`src/rtl/mem_arbiter_pkg.sv`:
```
// Shared definitions for the memory arbiter slice: funct3 width codes,
// FSM state encodings, the request owner type and the byte-enable helper.
package mem_arbiter_pkg;

  // Access width codes as carried on the LSU funct3 field
  localparam logic [2:0] F3_LB  = 3'b000;
  localparam logic [2:0] F3_LH  = 3'b001;
  localparam logic [2:0] F3_LW  = 3'b010;
  localparam logic [2:0] F3_LBU = 3'b100;
  localparam logic [2:0] F3_LHU = 3'b101;
  localparam logic [2:0] F3_SB  = 3'b000;
  localparam logic [2:0] F3_SH  = 3'b001;
  localparam logic [2:0] F3_SW  = 3'b010;

  // Arbiter FSM state encodings
  typedef logic [1:0] arb_state_t;
  localparam arb_state_t ST_IDLE = 2'd0;
  localparam arb_state_t ST_REQ  = 2'd1;
  localparam arb_state_t ST_RESP = 2'd2;

  // Which requester owns the single outstanding transaction
  typedef enum logic {
    OWNER_FETCH = 1'b0,
    OWNER_LSU   = 1'b1
  } owner_e;

  // Byte enables: only sub-word stores narrow the lanes; loads always read
  // the full word and are shifted down afterwards.
  function automatic logic [3:0] byte_enable(input logic       we,
                                             input logic [2:0] funct3,
                                             input logic [1:0] addr_lo);
    logic [3:0] be;
    be = 4'b1111;
    if (we) begin
      case (funct3)
        F3_SB:   be = 4'b0001 << addr_lo;
        F3_SH:   be = 4'b0011 << {addr_lo[1], 1'b0};
        default: be = 4'b1111;
      endcase
    end
    return be;
  endfunction

endpackage

```
`src/rtl/mem_arbiter_if.sv`:
```
// Bus bundle between the core (fetch + LSU), the arbiter and memory.
// slave: the arbiter's view. master: the surrounding core/memory view.
// The lsu_misaligned_o member exists only when MEM_ARB_MISALIGN_CHECK_EN is defined.
interface mem_arbiter_if;
  logic        if_req_i;
  logic [31:0] if_addr_i;
  logic        if_gnt_o;
  logic        if_rvalid_o;
  logic [31:0] if_rdata_o;

  logic        lsu_req_i;
  logic        lsu_we_i;
  logic [2:0]  lsu_funct3_i;
  logic [31:0] lsu_addr_i;
  logic [31:0] lsu_wdata_i;
  logic        lsu_gnt_o;
  logic        lsu_rvalid_o;
  logic [31:0] lsu_rdata_o;
  logic        mem_busy_o;
`ifdef MEM_ARB_MISALIGN_CHECK_EN
  logic        lsu_misaligned_o;
`endif

  logic        mem_valid_o;
  logic        mem_ready_i;
  logic        mem_we_o;
  logic [3:0]  mem_be_o;
  logic [31:0] mem_addr_o;
  logic [31:0] mem_wdata_o;
  logic        mem_rvalid_i;
  logic [31:0] mem_rdata_i;

  modport slave (
    input  if_req_i, if_addr_i,
    output if_gnt_o, if_rvalid_o, if_rdata_o,
    input  lsu_req_i, lsu_we_i, lsu_funct3_i, lsu_addr_i, lsu_wdata_i,
    output lsu_gnt_o, lsu_rvalid_o, lsu_rdata_o, mem_busy_o,
    output mem_valid_o, mem_we_o, mem_be_o, mem_addr_o, mem_wdata_o,
    input  mem_ready_i, mem_rvalid_i, mem_rdata_i
`ifdef MEM_ARB_MISALIGN_CHECK_EN
    , output lsu_misaligned_o
`endif
  );

  modport master (
    output if_req_i, if_addr_i,
    input  if_gnt_o, if_rvalid_o, if_rdata_o,
    output lsu_req_i, lsu_we_i, lsu_funct3_i, lsu_addr_i, lsu_wdata_i,
    input  lsu_gnt_o, lsu_rvalid_o, lsu_rdata_o, mem_busy_o,
    input  mem_valid_o, mem_we_o, mem_be_o, mem_addr_o, mem_wdata_o,
    output mem_ready_i, mem_rvalid_i, mem_rdata_i
`ifdef MEM_ARB_MISALIGN_CHECK_EN
    , input lsu_misaligned_o
`endif
  );
endinterface

```
`src/rtl/mem_lane_align.sv`:
```
// Lane steering for LSU accesses: byte enables, store data replication into
// byte/half lanes, and right-alignment of returned load data.
module mem_lane_align
  import mem_arbiter_pkg::*;
(
  input  logic        we,
  input  logic [2:0]  funct3,
  input  logic [1:0]  addr_lo,
  input  logic [31:0] wdata,
  input  logic [1:0]  rd_offset,
  input  logic [31:0] rdata,
  output logic [3:0]  be,
  output logic [31:0] wdata_lanes,
  output logic [31:0] rdata_aligned
);

  // Replicate right-aligned store data so every candidate lane carries it
  always_comb begin
    be            = byte_enable(we, funct3, addr_lo);
    wdata_lanes   = wdata;
    case (funct3[1:0])
      2'b00:   wdata_lanes = {4{wdata[7:0]}};
      2'b01:   wdata_lanes = {2{wdata[15:0]}};
      default: wdata_lanes = wdata;
    endcase
    rdata_aligned = rdata >> {rd_offset, 3'b000};
  end

endmodule

```
`src/rtl/mem_arbiter.sv`:
```
// Two-master arbiter (instruction fetch and LSU) in front of a single-ported
// memory with one outstanding transaction. LSU has priority, but fetch is
// forced through after STARVE_MAX consecutive LSU grants while it waits.
// Optional feature: define MEM_ARB_MISALIGN_CHECK_EN to answer misaligned
// LSU half/word accesses locally with lsu_misaligned_o instead of issuing them.
module mem_arbiter
  import mem_arbiter_pkg::*;
#(
  parameter int unsigned STARVE_MAX = 4
) (
  input logic          clk,
  input logic          reset,
  mem_arbiter_if.slave bus
);

  localparam logic [3:0] STARVE_LIM = 4'(STARVE_MAX);

  arb_state_t  state_q;
  owner_e      owner_q;
  logic        we_q;
  logic [3:0]  be_q;
  logic [31:0] addr_q;
  logic [31:0] wdata_q;
  logic [1:0]  offset_q;
  logic [3:0]  starve_q;

  logic        fetch_wins;
  logic        if_gnt;
  logic        lsu_gnt;
  logic        resp_done;
  logic        lsu_rvalid;
  logic        mis_req;
  logic        mis_active;

  logic [3:0]  lsu_be;
  logic [31:0] lsu_wdata_lanes;
  logic [31:0] lsu_rdata_aligned;

  mem_lane_align u_align (
    .we            (bus.lsu_we_i),
    .funct3        (bus.lsu_funct3_i),
    .addr_lo       (bus.lsu_addr_i[1:0]),
    .wdata         (bus.lsu_wdata_i),
    .rd_offset     (offset_q),
    .rdata         (bus.mem_rdata_i),
    .be            (lsu_be),
    .wdata_lanes   (lsu_wdata_lanes),
    .rdata_aligned (lsu_rdata_aligned)
  );

`ifdef MEM_ARB_MISALIGN_CHECK_EN
  logic mis_q;

  // Half accesses need addr[0]==0, word accesses need addr[1:0]==0
  always_comb begin
    mis_req = ((bus.lsu_funct3_i[1:0] == 2'b01) && bus.lsu_addr_i[0]) ||
              ((bus.lsu_funct3_i[1:0] == 2'b10) && (bus.lsu_addr_i[1:0] != 2'b00));
  end

  // Remember that the granted LSU access is answered locally, not by memory
  always_ff @(posedge clk) begin
    if (reset)          mis_q <= 1'b0;
    else if (lsu_gnt)   mis_q <= mis_req;
    else if (resp_done) mis_q <= 1'b0;
  end

  assign mis_active           = mis_q;
  assign bus.lsu_misaligned_o = lsu_rvalid && mis_q;
`else
  assign mis_req    = 1'b0;
  assign mis_active = 1'b0;
`endif

  // Arbitration and response decode; reset masks every handshake output
  always_comb begin
    fetch_wins = bus.if_req_i && (!bus.lsu_req_i || (starve_q == STARVE_LIM));
    if_gnt     = !reset && (state_q == ST_IDLE) && fetch_wins;
    lsu_gnt    = !reset && (state_q == ST_IDLE) && bus.lsu_req_i && !fetch_wins;
    resp_done  = !reset && (state_q == ST_RESP) && (bus.mem_rvalid_i || mis_active);
    lsu_rvalid = resp_done && (owner_q == OWNER_LSU);
  end

  assign bus.if_gnt_o     = if_gnt;
  assign bus.lsu_gnt_o    = lsu_gnt;
  assign bus.if_rvalid_o  = resp_done && (owner_q == OWNER_FETCH);
  assign bus.if_rdata_o   = bus.mem_rdata_i;
  assign bus.lsu_rvalid_o = lsu_rvalid;
  assign bus.lsu_rdata_o  = mis_active ? 32'h0 : lsu_rdata_aligned;
  assign bus.mem_busy_o   = !reset && !lsu_rvalid &&
                            (bus.lsu_req_i || ((owner_q == OWNER_LSU) && (state_q != ST_IDLE)));
  assign bus.mem_valid_o  = !reset && (state_q == ST_REQ);
  assign bus.mem_we_o     = we_q;
  assign bus.mem_be_o     = be_q;
  assign bus.mem_addr_o   = addr_q;
  assign bus.mem_wdata_o  = wdata_q;

  // Transaction FSM: grant and latch in IDLE, issue in REQ, await data in RESP
  always_ff @(posedge clk) begin
    if (reset) begin
      state_q  <= ST_IDLE;
      owner_q  <= OWNER_FETCH;
      we_q     <= 1'b0;
      be_q     <= 4'b0000;
      addr_q   <= 32'h0;
      wdata_q  <= 32'h0;
      offset_q <= 2'b00;
    end else begin
      case (state_q)
        ST_IDLE: begin
          if (if_gnt) begin
            owner_q  <= OWNER_FETCH;
            we_q     <= 1'b0;
            be_q     <= 4'b1111;
            addr_q   <= {bus.if_addr_i[31:2], 2'b00};
            wdata_q  <= 32'h0;
            offset_q <= 2'b00;
            state_q  <= ST_REQ;
          end else if (lsu_gnt) begin
            owner_q  <= OWNER_LSU;
            we_q     <= bus.lsu_we_i;
            be_q     <= lsu_be;
            addr_q   <= {bus.lsu_addr_i[31:2], 2'b00};
            wdata_q  <= lsu_wdata_lanes;
            offset_q <= bus.lsu_addr_i[1:0];
            state_q  <= mis_req ? ST_RESP : ST_REQ;
          end
        end
        ST_REQ: begin
          if (bus.mem_ready_i) state_q <= ST_RESP;
        end
        ST_RESP: begin
          if (bus.mem_rvalid_i || mis_active) state_q <= ST_IDLE;
        end
        default: state_q <= ST_IDLE;
      endcase
    end
  end

  // Count LSU wins while fetch is kept waiting; saturates at the limit
  always_ff @(posedge clk) begin
    if (reset)                                  starve_q <= 4'd0;
    else if (!bus.if_req_i || if_gnt)           starve_q <= 4'd0;
    else if (lsu_gnt && (starve_q < STARVE_LIM)) starve_q <= starve_q + 4'd1;
  end

endmodule

```
`src/flat_wrapper.sv`:
```
// flat-port wrapper written by rule: the top's interface ports become plain ports
module mem_arbiter_flat import mem_arbiter_pkg::*;
#(
  parameter int unsigned STARVE_MAX = 4
)
  (clk, reset, bus_if_req_i, bus_if_addr_i, bus_if_gnt_o, bus_if_rvalid_o, bus_if_rdata_o, bus_lsu_req_i, bus_lsu_we_i, bus_lsu_funct3_i, bus_lsu_addr_i, bus_lsu_wdata_i, bus_lsu_gnt_o, bus_lsu_rvalid_o, bus_lsu_rdata_o, bus_mem_busy_o, bus_mem_valid_o, bus_mem_we_o, bus_mem_be_o, bus_mem_addr_o, bus_mem_wdata_o, bus_mem_ready_i, bus_mem_rvalid_i, bus_mem_rdata_i);
  mem_arbiter_if bus_i ();
  input logic clk;
  input logic reset;
  input wire logic [$bits(bus_i.if_req_i)-1:0] bus_if_req_i;
  input wire logic [$bits(bus_i.if_addr_i)-1:0] bus_if_addr_i;
  output wire logic [$bits(bus_i.if_gnt_o)-1:0] bus_if_gnt_o;
  output wire logic [$bits(bus_i.if_rvalid_o)-1:0] bus_if_rvalid_o;
  output wire logic [$bits(bus_i.if_rdata_o)-1:0] bus_if_rdata_o;
  input wire logic [$bits(bus_i.lsu_req_i)-1:0] bus_lsu_req_i;
  input wire logic [$bits(bus_i.lsu_we_i)-1:0] bus_lsu_we_i;
  input wire logic [$bits(bus_i.lsu_funct3_i)-1:0] bus_lsu_funct3_i;
  input wire logic [$bits(bus_i.lsu_addr_i)-1:0] bus_lsu_addr_i;
  input wire logic [$bits(bus_i.lsu_wdata_i)-1:0] bus_lsu_wdata_i;
  output wire logic [$bits(bus_i.lsu_gnt_o)-1:0] bus_lsu_gnt_o;
  output wire logic [$bits(bus_i.lsu_rvalid_o)-1:0] bus_lsu_rvalid_o;
  output wire logic [$bits(bus_i.lsu_rdata_o)-1:0] bus_lsu_rdata_o;
  output wire logic [$bits(bus_i.mem_busy_o)-1:0] bus_mem_busy_o;
  output wire logic [$bits(bus_i.mem_valid_o)-1:0] bus_mem_valid_o;
  output wire logic [$bits(bus_i.mem_we_o)-1:0] bus_mem_we_o;
  output wire logic [$bits(bus_i.mem_be_o)-1:0] bus_mem_be_o;
  output wire logic [$bits(bus_i.mem_addr_o)-1:0] bus_mem_addr_o;
  output wire logic [$bits(bus_i.mem_wdata_o)-1:0] bus_mem_wdata_o;
  input wire logic [$bits(bus_i.mem_ready_i)-1:0] bus_mem_ready_i;
  input wire logic [$bits(bus_i.mem_rvalid_i)-1:0] bus_mem_rvalid_i;
  input wire logic [$bits(bus_i.mem_rdata_i)-1:0] bus_mem_rdata_i;
  assign bus_i.if_req_i = bus_if_req_i;
  assign bus_i.if_addr_i = bus_if_addr_i;
  assign bus_if_gnt_o = bus_i.if_gnt_o;
  assign bus_if_rvalid_o = bus_i.if_rvalid_o;
  assign bus_if_rdata_o = bus_i.if_rdata_o;
  assign bus_i.lsu_req_i = bus_lsu_req_i;
  assign bus_i.lsu_we_i = bus_lsu_we_i;
  assign bus_i.lsu_funct3_i = bus_lsu_funct3_i;
  assign bus_i.lsu_addr_i = bus_lsu_addr_i;
  assign bus_i.lsu_wdata_i = bus_lsu_wdata_i;
  assign bus_lsu_gnt_o = bus_i.lsu_gnt_o;
  assign bus_lsu_rvalid_o = bus_i.lsu_rvalid_o;
  assign bus_lsu_rdata_o = bus_i.lsu_rdata_o;
  assign bus_mem_busy_o = bus_i.mem_busy_o;
  assign bus_mem_valid_o = bus_i.mem_valid_o;
  assign bus_mem_we_o = bus_i.mem_we_o;
  assign bus_mem_be_o = bus_i.mem_be_o;
  assign bus_mem_addr_o = bus_i.mem_addr_o;
  assign bus_mem_wdata_o = bus_i.mem_wdata_o;
  assign bus_i.mem_ready_i = bus_mem_ready_i;
  assign bus_i.mem_rvalid_i = bus_mem_rvalid_i;
  assign bus_i.mem_rdata_i = bus_mem_rdata_i;
  mem_arbiter #(.STARVE_MAX(STARVE_MAX)) u_core (.clk(clk), .reset(reset), .bus(bus_i));
endmodule
```
`config.mk`:
```
export PLATFORM = sky130hd
export DESIGN_NAME = mem_arbiter_flat
export DESIGN_NICKNAME = d
export VERILOG_FILES = /design/src/rtl/mem_arbiter_pkg.sv /design/src/rtl/mem_arbiter_if.sv /design/src/rtl/mem_lane_align.sv /design/src/rtl/mem_arbiter.sv /design/src/flat_wrapper.sv
export SDC_FILE = /design/constraint.sdc
export NUM_CORES = 1
export LEC_CHECK = 0
export ABC_AREA = 1
export CAP_MARGIN = 10
export CORE_UTILIZATION = 37
export DETAILED_ROUTE_END_ITERATION = 10
export PLACE_DENSITY = 0.78
export SLEW_MARGIN = 40
export SYNTH_ARGS = -nofsm -noshare
export SYNTH_HDL_FRONTEND = slang
export SYNTH_SLANG_ARGS = --single-unit
```
`constraint.sdc`:
```
create_clock -name clk -period 2 [get_ports clk]
set_input_delay 0.4 -clock clk [delete_from_list [all_inputs] [get_ports clk]]
set_output_delay 0.4 -clock clk [all_outputs]
set_load 0.01 [all_outputs]
```
==> flow_summary.toml <==
[routing]
wire_per_inst_um = 14.6
drt-total-wl_mm = 15.2
drt.antenna.violating_nets = 0
vias_per_cell = 4.96
num_vias = 5158
drt_iter0_markers = 322
drc = 40
dr.pass1.iters = 8

[worst_hold_path]
worstHoldPathType = "reg -> reg"
hold_start = "u_core.bus.mem_wdata_o[10]"

[worst_setup_path]
rr_worst_depth = 9
crit_end = "bus_if_rdata_o[21]"
required_ns = 1.60
r2r_start = "u_core.starve_q[0]"
crit_fanout = 3
crit_start = "bus_mem_rdata_i[21]"
crit_type = "in -> out"
cp-end-kind = "primary output"
reg2reg_to = "u_core.bus.mem_wdata_o[29]"
start_kind = "primary input"
cp.arrival_ns = 1.56
r2r_slack_ns = 0.26

[timing]
fin_ws_ns = 0.0353
period_share = 0.982
rsz0062_at_grt = "yes"
fmax_mhz = 509
fin_skew_ns = 0.00588
hold_violations = 0
setup_viol = 0
period_needed_ns = 1.96
slew_violations = 0

[cells_and_area]
layout-drive-gt1-share = 0.0948
final_cell_mix = "clkdlybuf4s50_1, nand2_1, nor2_1, a21oi_1, dfxtp_1"
layout_commonest_cell = "clkdlybuf4s50_1"
fin_nets = 1032
diodes = 0
nFillCells = 1033
multi_input_area_um2 = 2210
syn_to_final_growth_pct = 69.8
regArea_um2 = 1530
layout.cells.non_filler = 1040

[cts]
clock-root-buffer = "clkbuf_16"
cts_tree = "yes"
path_clk_slew_ns = 0.05
post_cts_buffers = 0
cts_sinks = 76
clock_path_buffers = 2
cts_max_level = 3
clk_latency_ns = 0.33
cts_made_buffers = 9

[yosys]
post_synth_num_cell_types = 33
synth.ff_latch_count = 76
synth_top_area_frac = 0.345
yosysWarnings = 0
ys_top_cells_by_area = "dfxtp_1, a21oi_1, nand2_1, nor2_1, buf_4"
synth_async_sr_flop_share = 0
syn_area_per_cell_um2 = 6.78
yosysTopAreaCell = "dfxtp_1"
synth_ff_type = "dfxtp_1"
synth_edf_count = 0
syn_area_um2 = 4410
seq_area_frac_synth = 0.345
synth_cells = 651

[global_route]
grt_pass1_wl_mm = 24.2
grt.overflow.total = 0
first_global_vias = 4908
grt_start_max_net_pins = 51
grt_usage = 0.245
antenna_found_initial = 0

[placed_design]
numPortBuffers = 272
gp_routability_congestion = 0.839
dp_hpwl_mm = 11.2
placed_cells = 1022
dpl_worst_slack_ns = -0.249

[pwr]
vdd_ir_drop_max_v = 0.000445
p_leak_uw = 0.00308
power.density_nw_per_um2 = 642

[die]
pin_count = 277
initial_core_util = 0.383
die_w_um = 111
rows = 39
die_area_um2 = 12400
core-area_um2 = 11500
die_y_um = 111

[run]
max_cap_violations = 0

[run_status]
status = "finished with violations"
violations = "DRC"
## logic make-up after synthesis
| family | share of synthesized area |
|---|---|
| AOI/OAI and AO/OA | 0.196 |
| adders and majority gates | 0.00567 |
| buffers and inverters | 0.166 |
| DFF | 0.345 |
| muxes | 0.0113 |
| other | 0.000850 |
| and+or+nand+nor | 0.276 |
## what timing repair did
item	in CTS	in global routing
setup endpoints to repair	38	62
pin swaps	1	1
gates cloned	2	0
hold buffers	0	0
gates resized for setup	51	30
## power by group
| group | leakage, uW | internal (uW) | switching (uW) |
|---|---|---|---|
| sequential | 0.000623 | 1640 | 69.3 |
| clock | 0.000140 | 942 | 603 |
| combinational | 0.00232 | 831 | 730 |
## worst min-delay path by stage
stage / to / cells past startpoint
6_report: u_core.bus.mem_wdata_o[10] / 2
5_1_grt: u_core.bus.mem_wdata_o[26] / 2
4_1_cts: u_core.bus.mem_wdata_o[25] / 2
3_5_place_dp: u_core.bus.mem_wdata_o[25] / 2
3_3_place_gp: u_core.bus.mem_wdata_o[5] / 2
2_1_floorplan: u_core.starve_q[2] / 2
## worst max-delay path: stages
cell and delay, ns:
clkdlybuf4s50_1 0.52, buf_4 0.12, clkdlybuf4s50_1 0.53
## layout make-up
type	instances	area share
clock inverters	1	0.000668
multi-input cells	440	0.294
flip-flops and latches	76	0.204
well taps	143	0.0239
repair buffers	311	0.412
inverters	54	0.0277
clock buffers	15	0.0371
## state kept, by name, indices dropped and copies added, names as in the netlist
signal,cells
u_core.bus.mem_addr_o,30
u_core.bus.mem_be_o,4
u_core.bus.mem_wdata_o,32
u_core.bus.mem_we_o,1
u_core.offset_q,2
u_core.owner_q,1
u_core.starve_q,4
u_core.state_q,2
## per-stage QoR
stage / util / total power [uW] / area, um^2 / setup TNS [ns] / hold slack [ns]
floorplan: - / 2460 / 4420 / 0 / 0.444
global placement: 0.621 / 3300 / 7150 / -13.71 / 0.450
detailed placement: 0.621 / 3320 / 7150 / -15.13 / 0.455
CTS: 0.650 / 4840 / 7480 / 0 / 0.463
global route: 0.651 / 5060 / 7490 / -0.00203 / 0.481
finish: 0.651 / 4810 / 7490 / 0 / 0.462
## cells in the mapped netlist, types with 2 or more instances
cell type / instances
inv_1: 48
o211ai_1: 26
ha_1: 2
nor2_1: 97
clkbuf_1: 14
nand3_1: 45
buf_4: 42
nor2_2: 2
nand4_1: 21
nand2_4: 2
o22ai_1: 2
nand2_2: 2
a22oi_1: 8
nand2_1: 102
mux2i_1: 5
o32ai_1: 2
o21ai_0: 23
a21oi_1: 80
nor3_1: 6
buf_6: 5
o21a_1: 7
dfxtp_1: 76
buf_2: 20
inv_2: 5
## routing by layer
| layer | vias to the layer above | routed length [um] | track usage |
|---|---|---|---|
| met3 | 31 | 1350 | 0.0672 |
| met5 | - | 0 | 0 |
| met4 | 0 | 414 | 0.110 |
| met2 | 236 | 7640 | 0.442 |
| met1 | 2273 | 5770 | 0.265 |
| li1 | 2618 | - | - |
No activity file was read; power rests on OpenSTA's default activity.
